==> config.mk <==
export PLATFORM = sky130hd
export DESIGN_NAME = vec_xif_issue_queue
export DESIGN_NICKNAME = d
export VERILOG_FILES = /design/src/rtl/vec_xif_issue_queue.sv
export SDC_FILE = /design/constraint.sdc
export NUM_CORES = 1
export LEC_CHECK = 0
export ABC_AREA = 0
export CORE_MARGIN = 2
export CORE_UTILIZATION = 50
export DETAILED_ROUTE_END_ITERATION = 8
export PLACE_DENSITY_LB_ADDON = 0.1
export SYNTH_ARGS = -nofsm -noshare
export SYNTH_HDL_FRONTEND = slang
export SYNTH_SLANG_ARGS = --single-unit
==> constraint.sdc <==
create_clock -name clk_i -period 15.75 [get_ports clk_i]
set_clock_uncertainty 0.15 [all_clocks]
set_input_delay 3.15 -clock clk_i [delete_from_list [all_inputs] [get_ports clk_i]]
set_output_delay 3.15 -clock clk_i [all_outputs]
set_load 0.02 [all_outputs]
==> src/rtl/vec_xif_issue_queue.sv <==
// vec_xif_issue_queue
// Coprocessor-side front end of the X-interface. Decodes offloaded instructions
// for accept/writeback, buffers accepted ones with their operands until the CPU
// commits or kills them, and dispatches committed instructions in program order
// to the vector execution unit. Killed instructions are dropped silently.
//
// Ports
//   clk_i, rst_i           clock, synchronous active-high reset
//   issue_*_i / issue_*_o  X-IF issue channel (valid/ready, instr, id, rs0, rs1,
//                          accept/writeback responses in the handshake cycle)
//   commit_*_i             X-IF commit channel (valid, id, kill)
//   disp_*_o / disp_ready_i  in-order dispatch to the vector unit
//   occupancy_o            number of live entries
//
// Entry state table
//   state       | meaning
//   E_FREE      | slot unused
//   E_WAIT      | accepted, waiting for commit or kill
//   E_COMMITTED | committed, dispatches when it reaches the head
//   E_KILLED    | killed, dropped without dispatch when it reaches the head
module vec_xif_issue_queue #(
   parameter int unsigned DEPTH     = 4,
   parameter int unsigned ID_WIDTH  = 4,
   parameter int unsigned RFR_WIDTH = 32
) (
   input  logic                   clk_i,
   input  logic                   rst_i,
   input  logic                   issue_valid_i,
   output logic                   issue_ready_o,
   input  logic [31:0]            issue_instr_i,
   input  logic [ID_WIDTH-1:0]    issue_id_i,
   input  logic [RFR_WIDTH-1:0]   issue_rs0_i,
   input  logic [RFR_WIDTH-1:0]   issue_rs1_i,
   output logic                   issue_accept_o,
   output logic                   issue_writeback_o,
   input  logic                   commit_valid_i,
   input  logic [ID_WIDTH-1:0]    commit_id_i,
   input  logic                   commit_kill_i,
   output logic                   disp_valid_o,
   input  logic                   disp_ready_i,
   output logic [31:0]            disp_instr_o,
   output logic [ID_WIDTH-1:0]    disp_id_o,
   output logic [RFR_WIDTH-1:0]   disp_rs0_o,
   output logic [RFR_WIDTH-1:0]   disp_rs1_o,
   output logic [$clog2(DEPTH):0] occupancy_o
);

   localparam int unsigned PW = $clog2(DEPTH);
   localparam logic [PW:0] CNT_FULL = (PW+1)'(DEPTH);

   typedef enum logic [1:0] {E_FREE, E_WAIT, E_COMMITTED, E_KILLED} ent_state_e;

   ent_state_e             st_q     [DEPTH];
   ent_state_e             st_d     [DEPTH];
   logic [31:0]            instr_q  [DEPTH];
   logic [ID_WIDTH-1:0]    id_q     [DEPTH];
   logic [RFR_WIDTH-1:0]   rs0_q    [DEPTH];
   logic [RFR_WIDTH-1:0]   rs1_q    [DEPTH];

   logic [PW-1:0]          head_q, head_d;
   logic [PW-1:0]          tail_q, tail_d;
   logic [PW:0]            count_q, count_d;

   logic                   disp_valid_q, disp_valid_d;
   logic [31:0]            disp_instr_q, disp_instr_d;
   logic [ID_WIDTH-1:0]    disp_id_q, disp_id_d;
   logic [RFR_WIDTH-1:0]   disp_rs0_q, disp_rs0_d;
   logic [RFR_WIDTH-1:0]   disp_rs1_q, disp_rs1_d;

   logic                   id_hit;
   logic                   is_opv;
   logic                   push;
   logic                   pop;
   ent_state_e             commit_st;

   // An ID is live while any non-free slot holds it, including a slot being
   // popped this cycle (no same-cycle reuse).
   always_comb begin
      id_hit = 1'b0;
      for (int i = 0; i < DEPTH; i++) begin
         if ((st_q[i] != E_FREE) && (id_q[i] == issue_id_i)) id_hit = 1'b1;
      end
   end

   assign is_opv            = (issue_instr_i[6:0] == 7'h57);
   assign issue_ready_o     = (count_q != CNT_FULL);
   assign issue_accept_o    = issue_valid_i & is_opv & ~id_hit;
   assign issue_writeback_o = issue_accept_o & (issue_instr_i[14:12] == 3'b010) &
                              (issue_instr_i[31:26] == 6'b010000);

   assign push      = issue_valid_i & issue_ready_o & issue_accept_o;
   // disp_valid_q mirrors a committed head, so the two pop causes are exclusive.
   assign pop       = (disp_valid_q & disp_ready_i) | (st_q[head_q] == E_KILLED);
   assign commit_st = commit_kill_i ? E_KILLED : E_COMMITTED;

   always_comb begin
      for (int i = 0; i < DEPTH; i++) st_d[i] = st_q[i];

      if (commit_valid_i) begin
         for (int i = 0; i < DEPTH; i++) begin
            if ((st_q[i] == E_WAIT) && (id_q[i] == commit_id_i)) st_d[i] = commit_st;
         end
      end

      if (pop) st_d[head_q] = E_FREE;

      // Push never targets the popped slot: a push needs a non-full queue.
      if (push) begin
         if (commit_valid_i && (commit_id_i == issue_id_i)) st_d[tail_q] = commit_st;
         else                                               st_d[tail_q] = E_WAIT;
      end

      head_d  = head_q + PW'(pop);
      tail_d  = tail_q + PW'(push);
      count_d = count_q + (PW+1)'(push) - (PW+1)'(pop);

      disp_valid_d = (st_d[head_d] == E_COMMITTED);

      // When the queue drains and refills in one cycle the new head is still on
      // the issue inputs, not yet in the storage arrays.
      if (push && (head_d == tail_q)) begin
         disp_instr_d = issue_instr_i;
         disp_id_d    = issue_id_i;
         disp_rs0_d   = issue_rs0_i;
         disp_rs1_d   = issue_rs1_i;
      end else begin
         disp_instr_d = instr_q[head_d];
         disp_id_d    = id_q[head_d];
         disp_rs0_d   = rs0_q[head_d];
         disp_rs1_d   = rs1_q[head_d];
      end
   end

   always_ff @(posedge clk_i) begin
      if (rst_i) begin
         for (int i = 0; i < DEPTH; i++) st_q[i] <= E_FREE;
         head_q       <= '0;
         tail_q       <= '0;
         count_q      <= '0;
         disp_valid_q <= 1'b0;
         disp_instr_q <= '0;
         disp_id_q    <= '0;
         disp_rs0_q   <= '0;
         disp_rs1_q   <= '0;
      end else begin
         for (int i = 0; i < DEPTH; i++) st_q[i] <= st_d[i];
         head_q       <= head_d;
         tail_q       <= tail_d;
         count_q      <= count_d;
         disp_valid_q <= disp_valid_d;
         if (disp_valid_d) begin
            disp_instr_q <= disp_instr_d;
            disp_id_q    <= disp_id_d;
            disp_rs0_q   <= disp_rs0_d;
            disp_rs1_q   <= disp_rs1_d;
         end
      end
   end

   // Payload storage needs no reset; slot state alone decides liveness.
   always_ff @(posedge clk_i) begin
      if (push) begin
         instr_q[tail_q] <= issue_instr_i;
         id_q[tail_q]    <= issue_id_i;
         rs0_q[tail_q]   <= issue_rs0_i;
         rs1_q[tail_q]   <= issue_rs1_i;
      end
   end

   assign disp_valid_o = disp_valid_q;
   assign disp_instr_o = disp_instr_q;
   assign disp_id_o    = disp_id_q;
   assign disp_rs0_o   = disp_rs0_q;
   assign disp_rs1_o   = disp_rs1_q;
   assign occupancy_o  = count_q;

endmodule

[Word-level counts from Yosys, hierarchy flattened]
Memory sizes are Yosys's and may differ from the RTL's. A register that Yosys moved wholly into a read port is not among the register bits.
Index checks and enable logic that the tools add are counted.
Widths: inputs -> output; s select.
Storage, ports and cells
  register bits: 8
  memory bits (writable): 408
  output and inout port bits: 107
  memories kept: 5
Memory list
  instr_q: depth 4, bits a word 32, read ports 1, clocked after Yosys merged registers in 1, write ports 1, RTL line 55  | logic [31:0] instr_q [DEPTH];
  rs0_q: depth 4, bits a word 32, read ports 1, clocked after Yosys merged registers in 1, write ports 1, RTL line 57  | logic [RFR_WIDTH-1:0] rs0_q [DEPTH];
  rs1_q: depth 4, bits a word 32, read ports 1, clocked after Yosys merged registers in 1, write ports 1, RTL line 58  | logic [RFR_WIDTH-1:0] rs1_q [DEPTH];
  id_q: depth 4, bits a word 4, read ports 5, clocked after Yosys merged registers in 1, write ports 1, RTL line 56  | logic [ID_WIDTH-1:0] id_q [DEPTH];
  st_q: depth 4, bits a word 2, read ports 5, clocked after Yosys merged registers in 1, write ports 4, RTL line 53  | ent_state_e st_q [DEPTH];
Operators by class
  add/subtract/negate cells: 4
  magnitude comparators: 5
  eq/ne operators: 19
  muxes and demuxes: 31
  bitwise logic cells: 21
  reductions and logical operators: 15
Operators with widths (count)
  $eq 4x4->1: 9
  $mux 8: 4
  $mux 2: 13
  $logic_and 1x1->1: 11
  $mux 1: 10
  $ge 3x3->1 const B: 3
  $not 2->3: 3
  $and 8x8->8: 1
  $bwmux 8: 1
  $demux 2 s2: 2
  $eq 2x1->1 const B: 4
  $not 8->8: 1
  $reduce_bool 2->1: 4
  $and 1x1->1: 7
  $eq 7x7->1 const B: 1
  $eq 6x5->1 const B: 1
  $lt 3x1->1 const B: 2
  $or 1x1->1: 5
  $add 2x1->2: 2
  $and 4x4->4: 1
  $bmux 2 s2: 1
  $eq 2x2->1 const B: 2
  $not 4->4: 1
  $or 4x4->4: 1
  5 further kinds: 5

[Longest topological paths before layout]
  depth in word-level cells: 15
  gate-level depth with buffers: 15

[Worst setup path after synthesis]
OpenSTA, ideal clock, no wires.
  kind: input to register
  from: input port issue_id_i[0]
  to: memory id_q[2][0], enable pin
  setup time: 0.560 ns
  data arrival time: 8.322 ns
  setup slack: 6.718 ns
  stages on the path: 7
  cell sequence: buf_2 -> xor2_1 -> o41ai_2 -> nand4b_4 -> nor2_1 -> nand2_1 -> nor2_1
On the way
  longest elaborated chain between the ends: 11
  elaborated cells between the ends (all ways): 17
  classes of those cells: eq/ne (4); mux (6); bitwise (3); reduce/logical (4)
RTL lines
  from (decl): RTL line 31  | input logic [ID_WIDTH-1:0] issue_id_i,
  $eq 4x4->1: RTL line 81  | if ((st_q[i] != E_FREE) && (id_q[i] == issue_id_i)) id_hit = 1'b1;
  $logic_and 1x1->1: RTL line 81
  $mux 1 (3 in a row): RTL line 81
  $mux 1 *: RTL line 81
  $not 1->1 *: RTL line 87  | assign issue_accept_o = issue_valid_i & is_opv & ~id_hit;
  $and 1x1->1 *: RTL line 87
  $and 1x1->1 *: RTL line 91  | assign push = issue_valid_i & issue_ready_o & issue_accept_o;
  $mux 1 *: RTL line 162  | if (push) begin
  $mux 1 (not written as such) *: RTL line 164  | id_q[tail_q] <= issue_id_i;
  to (decl): RTL line 56
Every way passes the cells marked *; elsewhere a longest branch is shown, timed or not.

[Worst setup path after layout]
  from: input port issue_id_i[1]
  to: output port issue_writeback_o
On the way
  longest elaborated chain between the ends: 10
  elaborated cells between the ends (all ways): 16
  classes of those cells: eq/ne (4); mux (4); bitwise (4); reduce/logical (4)
RTL lines
  $eq 4x4->1: RTL line 81
  $logic_and 1x1->1: RTL line 81
  $mux 1 (3 in a row): RTL line 81
  $mux 1 *: RTL line 81
  $not 1->1 *: RTL line 87
  $and 1x1->1 *: RTL line 87
  $and 1x1->1 * (2 in a row): RTL line 88  | assign issue_writeback_o = issue_accept_o & (issue_instr_i[14:12] == 3'b010) &
  to (decl): RTL line 35  | output logic issue_writeback_o,
Marks and branches as above.

==> impl_metrics.prom <==
# TYPE chip_impl_metric gauge
chip_impl_metric{name="syn_area",unit="um^2"} 21000
chip_impl_metric{name="antenna_left",unit=""} 0
chip_impl_metric{name="numCtsBuffers",unit=""} 53
chip_impl_metric{name="grt_first_pass_wirelength",unit="mm"} 78.6
chip_impl_metric{name="leakagePower",unit="nW"} 7.89
chip_impl_metric{name="netlist.area_leader.share",unit="%"} 57.2
chip_impl_info{name="worstReg2RegEnd",value="disp_rs0_o[16]$_SDFFE_PP0N_"} 1
chip_impl_metric{name="cts.reportedPaths.clkPinSlew",unit="ps"} 60
chip_impl_metric{name="combined_area_of_the_multi_input_logic_cells",unit="um^2"} 6150
chip_impl_info{name="slowest_stage",value="sky130_fd_sc_hd__clkdlybuf4s50_1"} 1
chip_impl_metric{name="final_cell_count_no_fill",unit=""} 2071
chip_impl_metric{name="globalRouteOverflowTotal",unit=""} 0
chip_impl_metric{name="synth.avg_cell_area",unit="um^2"} 16.0
chip_impl_info{name="tritoncts_clock_tree",value="done"} 1
chip_impl_info{name="startpoint_type",value="primary input"} 1
chip_impl_metric{name="synthCells",unit=""} 1310
chip_impl_metric{name="grt_start_max_net_pins",unit=""} 194
chip_impl_info{name="timing_worst_setup_path_type",value="in -> out"} 1
chip_impl_info{name="critical-path-top-cell-by-count",value="sky130_fd_sc_hd__clkdlybuf4s50_1"} 1
chip_impl_metric{name="drt-vias-per-instance",unit=""} 6.09
chip_impl_metric{name="die_area",unit="um^2"} 43600
chip_impl_metric{name="initial_core_util",unit="%"} 50.4
chip_impl_metric{name="dpl.cell_count",unit=""} 1970
chip_impl_info{name="layout_common_cells",value="sky130_fd_sc_hd__edfxtp_1 (400), sky130_fd_sc_hd__clkdlybuf4s50_1 (215), sky130_fd_sc_hd__nor3_1 (191), sky130_fd_sc_hd__dfxtp_1 (116), sky130_fd_sc_hd__mux4_2 (101)"} 1
chip_impl_metric{name="timing.final.setup_violations",unit=""} 0
chip_impl_metric{name="final_hold_viol_count",unit=""} 0
chip_impl_info{name="synth_top_area_cell",value="sky130_fd_sc_hd__edfxtp_1"} 1
chip_impl_metric{name="regArea",unit="um^2"} 14300
chip_impl_metric{name="cts_htree_levels",unit=""} 2
chip_impl_metric{name="max-slew-margin-rel",unit="%"} 30.9
chip_impl_metric{name="die_height",unit="um"} 209
chip_impl_metric{name="place.gp.congestion",unit=""} 0.839
chip_impl_metric{name="r2r_setup_slack",unit="ps"} 10790
chip_impl_metric{name="postLayoutCellArea",unit="um^2"} 25300
chip_impl_metric{name="number_of_buffers_added_on_ports",unit=""} 216
chip_impl_metric{name="postCtsHoldBufs",unit=""} 0
chip_impl_metric{name="fp-row-count",unit=""} 75
chip_impl_metric{name="clock_sinks",unit=""} 516
chip_impl_metric{name="drt_pre_antenna_iters",unit=""} 5
chip_impl_metric{name="drt-initial-drc-count",unit=""} 942
chip_impl_metric{name="die-width",unit="um"} 209
chip_impl_metric{name="drive_gt1_share",unit="%"} 14.8
chip_impl_metric{name="via_count_of_the_first_global_routing_pass",unit=""} 12800
chip_impl_metric{name="async_reset_ff_share",unit="%"} 0
chip_impl_info{name="crit_end",value="issue_writeback_o"} 1
chip_impl_metric{name="vias",unit=""} 12600
chip_impl_metric{name="wire_per_inst",unit="um"} 24.7
chip_impl_info{name="setup.worst_path.start",value="issue_id_i[1]"} 1
chip_impl_metric{name="cp_slowest_stage_delay",unit="ps"} 800
chip_impl_info{name="timing.critical_path.to_type",value="output port"} 1
chip_impl_metric{name="fin_crit_sh",unit="%"} 55.4
chip_impl_metric{name="dpl-instance-area",unit="um^2"} 23500
chip_impl_metric{name="synth_seq_cells",unit=""} 516
chip_impl_metric{name="maxClockFrequency",unit="MHz"} 115
chip_impl_info{name="ys_top_cells_by_area",value="sky130_fd_sc_hd__edfxtp_1 (57%), sky130_fd_sc_hd__dfxtp_1 (11%), sky130_fd_sc_hd__mux4_2 (11%)"} 1
chip_impl_metric{name="path_max_fanout",unit=""} 10
chip_impl_metric{name="post-dp-hpwl",unit="mm"} 27.6
chip_impl_info{name="reg2reg_from",value="head_q[0]$_SDFF_PP0_"} 1
chip_impl_metric{name="nFillCells",unit=""} 3177
chip_impl_metric{name="cts_setup_buffers",unit=""} 0
chip_impl_metric{name="synth-warning-count",unit=""} 0
chip_impl_metric{name="yosysSeqAreaShare",unit="%"} 68.3
chip_impl_metric{name="finalWirelength",unit="mm"} 51.2
chip_impl_metric{name="irDropWorstVdd",unit="mV"} 0.0908
chip_impl_metric{name="post_cts_resized",unit=""} 0
chip_impl_info{name="setup_repair_after_global_routing_missed_its_margin",value="false"} 1
chip_impl_info{name="mostFrequentLayoutCell",value="sky130_fd_sc_hd__edfxtp_1"} 1
chip_impl_metric{name="cp.required",unit="ps"} 12450
chip_impl_info{name="run_status",value="finished clean"} 1
chip_impl_info{name="synth_flop_cell",value="sky130_fd_sc_hd__edfxtp_1"} 1
chip_impl_metric{name="syn2layout_area_growth",unit="%"} 20.6
chip_impl_metric{name="tns_setup",unit="ps"} 0
chip_impl_metric{name="total_power",unit="mW"} 2.83
chip_impl_info{name="clock-root-buffer",value="sky130_fd_sc_hd__clkbuf_16"} 1
chip_impl_metric{name="max_slew.worst_pin.slew",unit="ps"} 1040
chip_impl_metric{name="globalRouteTotalUtil",unit="%"} 23.6
chip_impl_metric{name="boundaryPins",unit=""} 217
chip_impl_metric{name="synth.net_count",unit=""} 1425
chip_impl_metric{name="drv.max_cap_violation_count",unit=""} 0
chip_impl_metric{name="synthDistinctLibCells",unit=""} 53
chip_impl_metric{name="drv_slew",unit=""} 0
chip_impl_metric{name="placeableCoreArea",unit="um^2"} 41700
chip_impl_metric{name="final_nets",unit=""} 1601
chip_impl_metric{name="clock_tree.buffer_depth",unit=""} 3
chip_impl_metric{name="antenna_found_initial",unit=""} 4
chip_impl_metric{name="insertion_delay",unit="ps"} 590
chip_impl_info{name="cp_cell_sequence",value="clkdlybuf4s50_1 -> xnor2_1 -> o21ai_0 -> o41ai_2 -> nand4b_4 -> nor2_1 -> clkdlybuf4s50_1"} 1
chip_impl_metric{name="cp_data_arrival_time",unit="ps"} 5430
chip_impl_metric{name="drt_drc_violations_left",unit=""} 0
chip_impl_metric{name="fin_crit",unit="ps"} 8730
chip_impl_metric{name="reg2regPathDepth",unit=""} 12
chip_impl_metric{name="powerDensity",unit="nW/um^2"} 112
chip_impl_info{name="worstHoldPathType",value="reg -> reg"} 1
chip_impl_metric{name="synth_edf_count",unit=""} 400
==> registers in the layout, summed over array words and instances, names as in the netlist, 2 cells and up <==
signal	count
instr_q	128
rs0_q	128
rs1_q	128
disp_instr_o	32
disp_rs0_o	32
disp_rs1_o	32
id_q	16
st_q	8
disp_id_o	4
occupancy_o	3
head_q	2
tail_q	2
==> metrics by stage <==
stage / hold WS, ps / setup WS (ps) / util [%]
after floorplan: 366 / 6720 / -
after global placement: 308 / 7080 / 56.5
after detailed placement: 332 / 7040 / 56.5
after CTS: 340 / 7030 / 60.7
after global routing: 350 / 6890 / 60.7
final: 337 / 7020 / 60.7
==> worst max-delay path, delay by kind of cell <==
family	cells	cell delay [ps]
xor gates and xnor gates	1	180
AOI/OAI and AO/OA	2	400
buffers and inverters	2	1360
and+or+nand+nor	2	340
==> kinds of logic (layout without fill, tap and decap cells) <==
family                   Yosys count  count (layout)  synth area share [%]
multiplexers                     104             104                  11.0
adder cells (fa/ha/maj)            5               5                 0.334
XOR/XNOR                          42              42                  1.75
AND/OR/NAND/NOR                  373             373                  9.86
flip-flops                       516             516                  68.3
other                              0               1                     0
buffers and inverters            129             350                  2.85
AO/OA/AOI/OAI                    141             141                  5.90
==> synthesized netlist by cell type (all sizes together) (2+ instances only) <==
cell,number
xor2,34
and2,7
nor4,8
o31ai,2
buf,49
and3,2
nand4b,4
nand4,3
a211oi,10
ha,4
inv,15
nor2b,98
dfxtp,116
mux4,101
a221oi,94
nor2,20
a31oi,4
o311a,2
o2111a,2
a311o,3
edfxtp,400
nand2,20
nor3,202
or3,2
a311oi,2
a21oi,6
xnor2,8
clkbuf,65
o21ai,3
o221ai,3
mux2i,3
o211ai,3
nand3,5
==> power by group <==
group	switching, mW	internal (mW)	total [mW]
Combinational	0.0451	0.0398	0.0849
Sequential	0.00225	1.47	1.47
Clock	0.512	0.766	1.28
==> per-layer routing <==
layer | GRT usage (%) | up-vias | wire length (um) | share of wire, %
li1 | - | 5582 | - | -
met1 | 34.0 | 6580 | 22500 | 44
met4 | 6.31 | 4 | 888 | 1.7
met3 | 4.22 | 66 | 2970 | 5.8
met5 | 0 | - | 28 | 0.055
met2 | 37.5 | 371 | 24800 | 48
==> worst min-delay path by stage <==
| stage | start | endpoint | cells after the start |
|---|---|---|---|
| 2_1_floorplan | st_q[2][0]$_SDFF_PP0_ | st_q[2][0]$_SDFF_PP0_ | 2 |
| 3_3_place_gp | disp_instr_o[5]$_SDFFE_PP0N_ | disp_instr_o[5]$_SDFFE_PP0N_ | 2 |
| 3_5_place_dp | disp_instr_o[5]$_SDFFE_PP0N_ | disp_instr_o[5]$_SDFFE_PP0N_ | 2 |
| 4_1_cts | disp_instr_o[5]$_SDFFE_PP0N_ | disp_instr_o[5]$_SDFFE_PP0N_ | 2 |
| 5_1_grt | disp_instr_o[3]$_SDFFE_PP0N_ | disp_instr_o[3]$_SDFFE_PP0N_ | 2 |
| 6_report | disp_instr_o[5]$_SDFFE_PP0N_ | disp_instr_o[5]$_SDFFE_PP0N_ | 2 |
==> layout make-up <==
| class | instances | share of cell area [%] |
|---|---|---|
| antenna | 1 | 0.00989 |
| multi-input combinational | 665 | 24.3 |
| clock inverter | 17 | 0.969 |
| tap | 539 | 2.67 |
| sequential | 516 | 56.6 |
| clock buffer | 83 | 6.05 |
| timing repair buffer | 235 | 9.15 |
| inverter | 15 | 0.223 |
Power figures use the tool's default switching activity.
